**src/rtl/fetch_sequencer_if.sv**
```systemverilog
// fetch_sequencer_if: ROM bus and decode handshake for the fetch sequencer.
//
// Signals
//   imem_addr      sequencer -> ROM     ROM address (the sequencer's PC)
//   imem_rd        ROM -> sequencer     combinational ROM read data
//   instr_out      sequencer -> decode  registered instruction word
//   instr_valid    sequencer -> decode  instr_out holds a word for decode
//   instr_ready    decode -> sequencer  decode takes instr_out this cycle
//   redirect_en    decode -> sequencer  on accept, jump to redirect_addr
//   redirect_addr  decode -> sequencer  jump target
//
// Handshake: a word transfers on a rising edge where instr_valid and
// instr_ready are both 1. Once instr_valid rises, instr_out stays constant
// and instr_valid stays high until that transfer (only reset withdraws it).
// instr_ready may change freely and does not depend on instr_valid.
// redirect_en/redirect_addr matter only on the transfer edge.
//
// Modports: master = sequencer side, slave = ROM + decode side.

interface fetch_sequencer_if #(
  parameter int ADDR_W = 8,
  parameter int DATA_W = 32
);
  logic [ADDR_W-1:0] imem_addr;
  logic [DATA_W-1:0] imem_rd;
  logic [DATA_W-1:0] instr_out;
  logic              instr_valid;
  logic              instr_ready;
  logic              redirect_en;
  logic [ADDR_W-1:0] redirect_addr;

  modport master (
    output imem_addr,
    input  imem_rd,
    output instr_out,
    output instr_valid,
    input  instr_ready,
    input  redirect_en,
    input  redirect_addr
  );

  modport slave (
    input  imem_addr,
    output imem_rd,
    input  instr_out,
    input  instr_valid,
    output instr_ready,
    output redirect_en,
    output redirect_addr
  );
endinterface

```
**src/rtl/fetch_sequencer.sv**
```systemverilog
// fetch_sequencer: drives a combinational instruction ROM, registers each
// word and hands it to decode over a valid/ready handshake. Supports
// free-run and single-step operation, PC redirect on accept, and halting at
// end of program (after LAST_ADDR is accepted, or on an all-zero word).
//
// Ports
//   clk          in   rising-edge clock
//   rst          in   synchronous, active-high reset
//   start        in   begin (from HALT, restarting at PC 0) or resume (from IDLE)
//   step_mode    in   1: return to IDLE after every accepted instruction
//   bus          master modport of fetch_sequencer_if (ROM + decode)
//   halted       out  sequencer is in HALT
//   fetch_count  out  accepted instructions since reset/restart, saturating
//   state_dbg    out  current FSM state, for observation only

module fetch_sequencer #(
  parameter int              ADDR_W       = 8,
  parameter int              DATA_W       = 32,
  parameter logic [ADDR_W-1:0] LAST_ADDR  = {ADDR_W{1'b1}},
  parameter int              HALT_ON_ZERO = 1,
  parameter int              CNT_W        = 16
) (
  input  logic             clk,
  input  logic             rst,
  input  logic             start,
  input  logic             step_mode,
  fetch_sequencer_if.master bus,
  output logic             halted,
  output logic [CNT_W-1:0] fetch_count,
  output logic [1:0]       state_dbg
);

  typedef enum logic [1:0] {
    IDLE  = 2'b00,
    FETCH = 2'b01,
    HOLD  = 2'b10,
    HALT  = 2'b11
  } state_t;

  state_t              state_q, state_d;
  logic [ADDR_W-1:0]   pc_q, pc_d;
  logic [DATA_W-1:0]   instr_q, instr_d;
  logic                valid_q, valid_d;
  logic                halted_q, halted_d;
  logic [CNT_W-1:0]    count_q, count_d;

  logic                accept;
  logic                zero_word;
  logic [ADDR_W-1:0]   pc_inc;
  logic [CNT_W-1:0]    count_inc;

  // Only meaningful in HOLD: that is the only state with a word on offer.
  assign accept    = (state_q == HOLD) && bus.instr_ready;
  assign zero_word = (HALT_ON_ZERO != 0) && (bus.imem_rd == '0);
  assign pc_inc    = pc_q + ADDR_W'(1);
  assign count_inc = (&count_q) ? count_q : count_q + CNT_W'(1);

  always_comb begin
    state_d  = state_q;
    pc_d     = pc_q;
    instr_d  = instr_q;
    valid_d  = valid_q;
    halted_d = halted_q;
    count_d  = count_q;

    case (state_q)
      IDLE: begin
        // Resume from wherever the PC was left.
        if (start) state_d = FETCH;
      end

      FETCH: begin
        if (zero_word) begin
          // End-of-program marker: not delivered, PC stays on it.
          state_d  = HALT;
          halted_d = 1'b1;
        end else begin
          instr_d = bus.imem_rd;
          valid_d = 1'b1;
          state_d = HOLD;
        end
      end

      HOLD: begin
        if (accept) begin
          valid_d = 1'b0;
          count_d = count_inc;
          pc_d    = bus.redirect_en ? bus.redirect_addr : pc_inc;
          // Falling off LAST_ADDR halts even in step mode; a redirect from
          // LAST_ADDR keeps the program alive.
          if (!bus.redirect_en && (pc_q == LAST_ADDR)) begin
            state_d  = HALT;
            halted_d = 1'b1;
          end else if (step_mode) begin
            state_d = IDLE;
          end else begin
            state_d = FETCH;
          end
        end
      end

      HALT: begin
        if (start) begin
          pc_d     = '0;
          count_d  = '0;
          halted_d = 1'b0;
          state_d  = FETCH;
        end
      end

      default: state_d = IDLE;
    endcase
  end

  always_ff @(posedge clk) begin
    if (rst) begin
      state_q  <= IDLE;
      pc_q     <= '0;
      instr_q  <= '0;
      valid_q  <= 1'b0;
      halted_q <= 1'b0;
      count_q  <= '0;
    end else begin
      state_q  <= state_d;
      pc_q     <= pc_d;
      instr_q  <= instr_d;
      valid_q  <= valid_d;
      halted_q <= halted_d;
      count_q  <= count_d;
    end
  end

  assign bus.imem_addr   = pc_q;
  assign bus.instr_out   = instr_q;
  assign bus.instr_valid = valid_q;
  assign halted          = halted_q;
  assign fetch_count     = count_q;
  assign state_dbg       = state_q;

endmodule
```
**src/flat_wrapper.sv**
```systemverilog
// flat-port wrapper written by rule: the top's interface ports become plain ports
module fetch_sequencer_flat 
#(
  parameter int              ADDR_W       = 8,
  parameter int              DATA_W       = 32,
  parameter logic [ADDR_W-1:0] LAST_ADDR  = {ADDR_W{1'b1}},
  parameter int              HALT_ON_ZERO = 1,
  parameter int              CNT_W        = 16
)
  (clk, rst, start, step_mode, halted, fetch_count, state_dbg, bus_imem_addr, bus_imem_rd, bus_instr_out, bus_instr_valid, bus_instr_ready, bus_redirect_en, bus_redirect_addr);
  fetch_sequencer_if #(.ADDR_W(ADDR_W), .DATA_W(DATA_W)) bus_i ();
  input  logic clk;
  input  logic rst;
  input  logic start;
  input  logic step_mode;
  output logic halted;
  output logic [CNT_W-1:0] fetch_count;
  output logic [1:0] state_dbg;
  output wire logic [$bits(bus_i.imem_addr)-1:0] bus_imem_addr;
  input wire logic [$bits(bus_i.imem_rd)-1:0] bus_imem_rd;
  output wire logic [$bits(bus_i.instr_out)-1:0] bus_instr_out;
  output wire logic [$bits(bus_i.instr_valid)-1:0] bus_instr_valid;
  input wire logic [$bits(bus_i.instr_ready)-1:0] bus_instr_ready;
  input wire logic [$bits(bus_i.redirect_en)-1:0] bus_redirect_en;
  input wire logic [$bits(bus_i.redirect_addr)-1:0] bus_redirect_addr;
  assign bus_imem_addr = bus_i.imem_addr;
  assign bus_i.imem_rd = bus_imem_rd;
  assign bus_instr_out = bus_i.instr_out;
  assign bus_instr_valid = bus_i.instr_valid;
  assign bus_i.instr_ready = bus_instr_ready;
  assign bus_i.redirect_en = bus_redirect_en;
  assign bus_i.redirect_addr = bus_redirect_addr;
  fetch_sequencer #(.ADDR_W(ADDR_W), .DATA_W(DATA_W), .LAST_ADDR(LAST_ADDR), .HALT_ON_ZERO(HALT_ON_ZERO), .CNT_W(CNT_W)) u_core (.clk(clk), .rst(rst), .start(start), .step_mode(step_mode), .bus(bus_i), .halted(halted), .fetch_count(fetch_count), .state_dbg(state_dbg));
endmodule
```
**config.mk**
```make
export PLATFORM = sky130hd
export DESIGN_NAME = fetch_sequencer_flat
export DESIGN_NICKNAME = d
export VERILOG_FILES = /design/src/rtl/fetch_sequencer_if.sv /design/src/rtl/fetch_sequencer.sv /design/src/flat_wrapper.sv
export SDC_FILE = /design/constraint.sdc
export NUM_CORES = 1
export LEC_CHECK = 0
export ABC_AREA = 1
export CAP_MARGIN = 10
export CORE_MARGIN = 1.5
export CORE_UTILIZATION = 45
export DETAILED_ROUTE_END_ITERATION = 8
export PLACE_DENSITY = 0.81
export SLEW_MARGIN = 10
export SYNTH_ARGS = -nofsm -noshare
export SYNTH_HDL_FRONTEND = slang
export SYNTH_SLANG_ARGS = --single-unit
```
**constraint.sdc**
```tcl
create_clock -name clk -period 1.8 [get_ports clk]
set_input_delay 0.36 -clock clk [delete_from_list [all_inputs] [get_ports clk]]
set_output_delay 0.36 -clock clk [all_outputs]
set_load 0.01 [all_outputs]
```
==> results.sh, run 1 <==
export IMPL_syn_cell_area_um2=2930
export IMPL_avgViaCountPerCell=5.05
export IMPL_start_util_pct=46.5
export IMPL_power_mw=5.94
export IMPL_htree_levels=3
export IMPL_gp_congestion=0.875
export IMPL_cts_setup_buffers=0
export IMPL_ys_types=34
export IMPL_cts_root_buf="clkbuf_8"
export IMPL_hpwl_mm=5.66
export IMPL_n_antenna_cell=0
export IMPL_grt_use_met1_pct=28.0
export IMPL_synthSimpleGateAreaFrac_pct=32.4
export IMPL_synthFlopType="dfxtp_1"
export IMPL_first_global_vias=2922
export IMPL_synth_compound_area_share_pct=15.1
export IMPL_drt_antenna_violating_nets=0
export IMPL_cts_max_path_buffers=2
export IMPL_dpl_worst_slack_ps=-135
export IMPL_setup_violations_final=0
export IMPL_die_w_um=83.7
export IMPL_ys_ff_latch=60
export IMPL_cap_violations=0
export IMPL_setup_slack_ps=65.4
export IMPL_cp_arrival_ps=1370
export IMPL_cts_sinks=60
export IMPL_max_slew_margin_pct=81.7
export IMPL_wl_per_cell_um=12.5
export IMPL_critPathCaptureType="primary output"
export IMPL_cp_required_ps=1440
export IMPL_synth_async_reset_ratio_pct=0
export IMPL_synth_edf_count=0
export IMPL_slew_violations=0
export IMPL_cts_tree="done"
export IMPL_synth_nets=470
export IMPL_gr_total_overflow=0
export IMPL_drt_first_pass_iters=5
export IMPL_synth_avg_cell_area_um2=7.02
export IMPL_drt_total_wl_mm=7.80
export IMPL_clk_pin_slew_ps=60
export IMPL_synthCells=418
export IMPL_critPathLaunchType="register"
export IMPL_whs_ps=460
export IMPL_dr_total_vias=3159
export IMPL_status="completed"
export IMPL_numCtsBuffers=9
export IMPL_die_h_um=83.7
export IMPL_synth_fa_ha_area_share_pct=2.56
export IMPL_critPathKind="reg2out"
export IMPL_final_hold_viol_count=0
export IMPL_top_usage_layer="met2"
export IMPL_ir_drop_uv=820
export IMPL_max_freq_mhz=577
export IMPL_finalNetCount=596
export IMPL_hold_path_class="reg2reg"
export IMPL_drtIter0Drc=132
export IMPL_rows=29
export IMPL_p_leak_nw=1.75
export IMPL_skew_ps=5.33
export IMPL_grt_first_pass_wirelength_mm=13.0
export IMPL_grt_setup_unrepaired="false"
export IMPL_use_met2_pct=37.9
export IMPL_synth_xor_area_share_pct=2.99
export IMPL_drc=0
export IMPL_ios=106
export IMPL_synth_seq_area_share_pct=40.9
export IMPL_synth_top_family_by_area="simple AND/OR/NAND/NOR gates"
export IMPL_drive_above_1_share_pct=11.7
export IMPL_port_buffer_count=105
export IMPL_power_density_nw_per_um2=1330
export IMPL_area_delta_synth_final_pct=52.3
export IMPL_grt_max_degree=43
export IMPL_period_share_pct=96.4
export IMPL_clk_latency_ps=340
export IMPL_antenna_found_initial=0
export IMPL_synth_warnings=0
export IMPL_tightestPinTransition_ps=274
export IMPL_grt_use_met3_pct=5.54
export IMPL_coreArea_um2=6310
export IMPL_track_usage_pct=22.5
export IMPL_fin_crit_ps=1730
export IMPL_dieArea_um2=7010
export IMPL_synthMuxAreaShare_pct=0
export IMPL_cp_max_fo=4
cells in the final DEF, fill, tap and decap left out, types with 3 or more instances in the layout:
| cell | n |
|---|---|
| nor2_1 | 122 |
| clkdlybuf4s50_1 | 105 |
| nand2_1 | 61 |
| dfxtp_1 | 59 |
| o21ai_0 | 49 |
| inv_1 | 24 |
| buf_4 | 21 |
| nand3_1 | 19 |
| a21oi_1 | 15 |
| clkbuf_8 | 10 |
| xor2_1 | 9 |
| nor3_1 | 4 |
| ha_1 | 4 |
| nand4_1 | 3 |
| inv_2 | 3 |
| nand2_4 | 3 |
| a21oi_2 | 3 |
| o211ai_1 | 3 |
| bufinv_16 | 3 |
per-stage QoR:
step           util, %  instance area [um2]  TNS [ps]  instances
2_1_floorplan        -                 2930         0        418
3_3_place_gp      66.7                 4210     -2960        610
3_5_place_dp      66.7                 4210     -3910        610
4_1_cts           70.7                 4460         0        626
5_1_grt           70.8                 4470         0        626
6_report          70.8                 4470         0        626
cells in the mapped netlist, types with 2 or more instances:
cell type  number  share of area (%)
nand4_1         3               0.64
inv_2           3               0.38
nor2_1        123                 16
a21oi_2         3               0.90
nor3_1          4               0.68
nand3_1        19                3.2
nand2_2         2               0.43
o211ai_1        3               0.77
inv_1          24                3.1
ha_1            6                2.6
buf_2           6                1.0
nand2_1        61                7.8
dfxtp_1        60                 41
xor2_1          9                2.7
nand3_4         2                1.2
nand2_4         3                1.2
clkbuf_1        6               0.77
o21ai_0        49                8.4
nor2_4          2               0.77
o21a_1          2               0.51
a21oi_1        15                2.6
kinds of logic (layout without fill, tap and decap cells):
family / count (synthesis) / in the layout
AND/OR/NAND/NOR: 222 / 222
flip-flops: 60 / 60
AO/OA/AOI/OAI: 78 / 78
adder cells (fa/ha/maj): 6 / 6
buffers and inverters: 42 / 173
XOR/XNOR: 10 / 10
routing by layer:
layer	up-vias	routed length, um
li1	1599	-
met1	1421	3330
met2	125	3750
met3	14	581
met4	0	136
met5	-	0
critical path, cell delays in order, from the launching register on:
cell and delay (ps):
dfxtp_1 360, buf_4 140, clkdlybuf4s50_1 540
power breakdown:
group | total, mW | internal, mW | switching (mW)
registers | 1.83 | 1.65 | 0.181
logic | 2.60 | 1.29 | 1.31
clock network | 1.51 | 0.957 | 0.549
what timing repair did:
action,CTS,global route
hold buffers,0,0
hold endpoints to repair,0,0
gates resized for setup,0,4
setup endpoints to repair,0,3
final cells by class:
class | instances | area (um2)
clock buffer | 10 | 138
timing repair buffer | 128 | 1250
tap | 77 | 96.3
multi-input combinational | 316 | 1560
clock inverter | 6 | 111
sequential | 60 | 1200
inverter | 29 | 111
fill | 522 | 1840
sequential cells by signal, indices dropped and copies added (netlist names):
name / cells
u_core.bus.instr_out: 32
u_core.fetch_count: 16
u_core.bus.imem_addr: 8
u_core.state_dbg: 2
u_core.bus.instr_valid: 1
u_core.halted: 1
final timing paths:
check	slack, ps	cells after the start	end	start
hold reg to reg	460	2	u_core.bus.instr_valid$_SDFFE_PP0P_	u_core.bus.instr_valid$_SDFFE_PP0P_
hold / removal	460	2	u_core.bus.instr_valid$_SDFFE_PP0P_	u_core.bus.instr_valid$_SDFFE_PP0P_
setup / recovery	70	2	bus_imem_addr[0]	u_core.bus.imem_addr[0]$_SDFFE_PP0P_
setup reg to reg	150	11	u_core.fetch_count[9]$_SDFFE_PP0P_	u_core.state_dbg[1]$_SDFFE_PP0P_
Power figures use the tool's default switching activity.
==> run 2, diff against run 1 <==
--- a/config.mk
+++ b/config.mk
@@ -10,7 +10,8 @@
 export CORE_MARGIN = 1.5
 export CORE_UTILIZATION = 45
 export DETAILED_ROUTE_END_ITERATION = 8
-export PLACE_DENSITY = 0.81
+export MAX_ROUTING_LAYER = met4
+export PLACE_DENSITY = 0.8
 export SLEW_MARGIN = 10
 export SYNTH_ARGS = -nofsm -noshare
 export SYNTH_HDL_FRONTEND = slang
==> run 2 against run 1 <==
Net effect: utilization decreased by 1.2 points; global-route usage increased by 1.4 points; flip-flop and latch count unchanged; total power fell by 5.0%; critical endpoint is now fetch_count[2]; critical path depth shrank 1; cell area decreased by 1.7%; die area is the same; sequential power about the same.
==> results.sh, run 2 (synthesis results as in run 1) <==
export IMPL_drt_first_pass_iters=4
export IMPL_cp_cell_sequence="clkdlybuf4s50_1"
export IMPL_cts_root_buf="clkbuf_8"
export IMPL_wl_per_cell_um=13.0
export IMPL_grt_max_degree=28
export IMPL_tightestPinTransition_ps=405
export IMPL_coreArea_um2=6310
export IMPL_max_freq_mhz=570
export IMPL_r2r_slack_ps=150
export IMPL_htree_levels=3
export IMPL_critPathSlowestCell="clkdlybuf4s50_1"
export IMPL_power_mw=5.65
export IMPL_drt_total_wl_mm=8.06
export IMPL_clk_pin_slew_ps=60
export IMPL_drtIter0Drc=142
export IMPL_gp_congestion=0.870
export IMPL_track_usage_pct=23.9
export IMPL_drive_above_1_share_pct=10.7
export IMPL_gr_total_overflow=0
export IMPL_cts_setup_buffers=0
export IMPL_r2r_start="u_core.state_dbg[0]$_SDFFE_PP0P_"
export IMPL_crit_buf_inv=1
export IMPL_reg2reg_to="u_core.fetch_count[8]$_SDFFE_PP0P_"
export IMPL_largest_register_ffs=32
export IMPL_setup_violations_final=0
export IMPL_dr_total_vias=3162
export IMPL_final_cell_area_um2=4390
export IMPL_hold_buffers=0
export IMPL_cts_max_path_buffers=2
export IMPL_final_cell_mix="nor2_1, clkdlybuf4s50_1, nand2_1, dfxtp_1, o21ai_0"
export IMPL_grt_first_pass_wirelength_mm=13.2
export IMPL_antenna_found_initial=0
export IMPL_utilization_pct=69.6
export IMPL_start_util_pct=46.5
export IMPL_fin_crit_ps=1750
export IMPL_p_leak_nw=1.71
export IMPL_rr_worst_depth=11
export IMPL_ir_drop_uv=903
export IMPL_dieArea_um2=7010
export IMPL_cp_arrival_ps=1390
export IMPL_final_hold_viol_count=0
export IMPL_layout_commonest_cell="nor2_1"
export IMPL_max_slew_margin_pct=73.0
export IMPL_dp_cells=607
export IMPL_cts_tree="done"
export IMPL_slew_violations=0
export IMPL_critPathKind="reg2out"
export IMPL_grt_setup_unrepaired="false"
export IMPL_rows=29
export IMPL_crit_start="u_core.fetch_count[2]$_SDFFE_PP0P_"
export IMPL_cp_required_ps=1440
export IMPL_clk_latency_ps=340
export IMPL_area_delta_synth_final_pct=49.7
export IMPL_drt_antenna_violating_nets=0
export IMPL_finalNetCount=593
export IMPL_cts_resized_gates=0
export IMPL_status="completed"
export IMPL_avgViaCountPerCell=5.09
export IMPL_crit_cells=1
export IMPL_n_antenna_cell=0
export IMPL_first_global_vias=2902
export IMPL_cts_sinks=60
export IMPL_critical_path_endpoint="fetch_count[2]"
export IMPL_skew_ps=5.87
export IMPL_numCtsBuffers=9
export IMPL_port_buffer_count=105
export IMPL_placed_cell_area_um2=4190
export IMPL_critPathLaunchType="register"
export IMPL_tns_ps=0
export IMPL_die_w_um=83.7
export IMPL_critPathCaptureType="primary output"
export IMPL_power_density_nw_per_um2=1290
export IMPL_period_share_pct=97.5
export IMPL_drc=0
export IMPL_cp_max_fo=6
export IMPL_slowest_delay_ps=590
export IMPL_hold_path_class="reg2reg"
export IMPL_cp_top_family="buffers and inverters"
export IMPL_cap_violations=0
export IMPL_die_h_um=83.7
export IMPL_ios=106
export IMPL_hpwl_mm=6.00
export IMPL_fin_cells=621
-- run 2: changes by cell type in the layout (fill, tap and decap cells not counted) --
cell        delta
clkinv_4       -1
inv_8          +1
bufinv_16      -2
buf_4          -3
inv_4          -1
clkinvlp_4     -1
clkbuf_1       +1
clkbuf_8       +1
-- run 2: metal layers --
metal  track usage, %  vias to the layer above  wire [um]
li1                 -                     1595          -
met3             5.24                       10        522
met2             40.2                      110       4000
met4             9.24                        0        116
met1             27.8                     1447       3430
met5                -                        -          0
-- run 2: where the power goes --
part           switching (mW)  internal, mW
Clock                   0.503         0.698
Combinational            1.35          1.25
Sequential              0.189          1.66
-- run 2: worst min-delay path by stage --
stage                                         from                              endpoint  cells past startpoint
2_1_floorplan                                  rst  u_core.bus.imem_addr[0]$_SDFFE_PP0P_                      1
5_1_grt        u_core.bus.instr_valid$_SDFFE_PP0P_   u_core.bus.instr_valid$_SDFFE_PP0P_                      2
3_5_place_dp   u_core.bus.instr_valid$_SDFFE_PP0P_   u_core.bus.instr_valid$_SDFFE_PP0P_                      2
4_1_cts        u_core.bus.instr_valid$_SDFFE_PP0P_   u_core.bus.instr_valid$_SDFFE_PP0P_                      2
6_report       u_core.bus.instr_valid$_SDFFE_PP0P_   u_core.bus.instr_valid$_SDFFE_PP0P_                      2
3_3_place_gp   u_core.bus.instr_valid$_SDFFE_PP0P_   u_core.bus.instr_valid$_SDFFE_PP0P_                      2
-- run 2: worst min-delay path: stages, from the launching register on --
cell	delay, ps
dfxtp_1	320
nand2_1	70
a21oi_1	50
-- run 2: cell type report --
cell class	instances	area (um2)
Clock buffer	12	155
Clock inverter	2	35.0
Fill cell	540	1920
Inverter	29	116
Multi-Input combinational cell	316	1560
Sequential cell	60	1200
Tap cell	77	96.3
Timing Repair Buffer	125	1230
-- run 2: metrics by stage --
| step | hold WS, ps | setup WS, ps |
|---|---|---|
| 4_1_cts | 475 | 61.6 |
| 2_1_floorplan | 429 | 136 |
| 5_1_grt | 502 | 3.29 |
| 3_3_place_gp | 449 | -82.0 |
| 3_5_place_dp | 460 | -151 |
| 6_report | 477 | 45.2 |
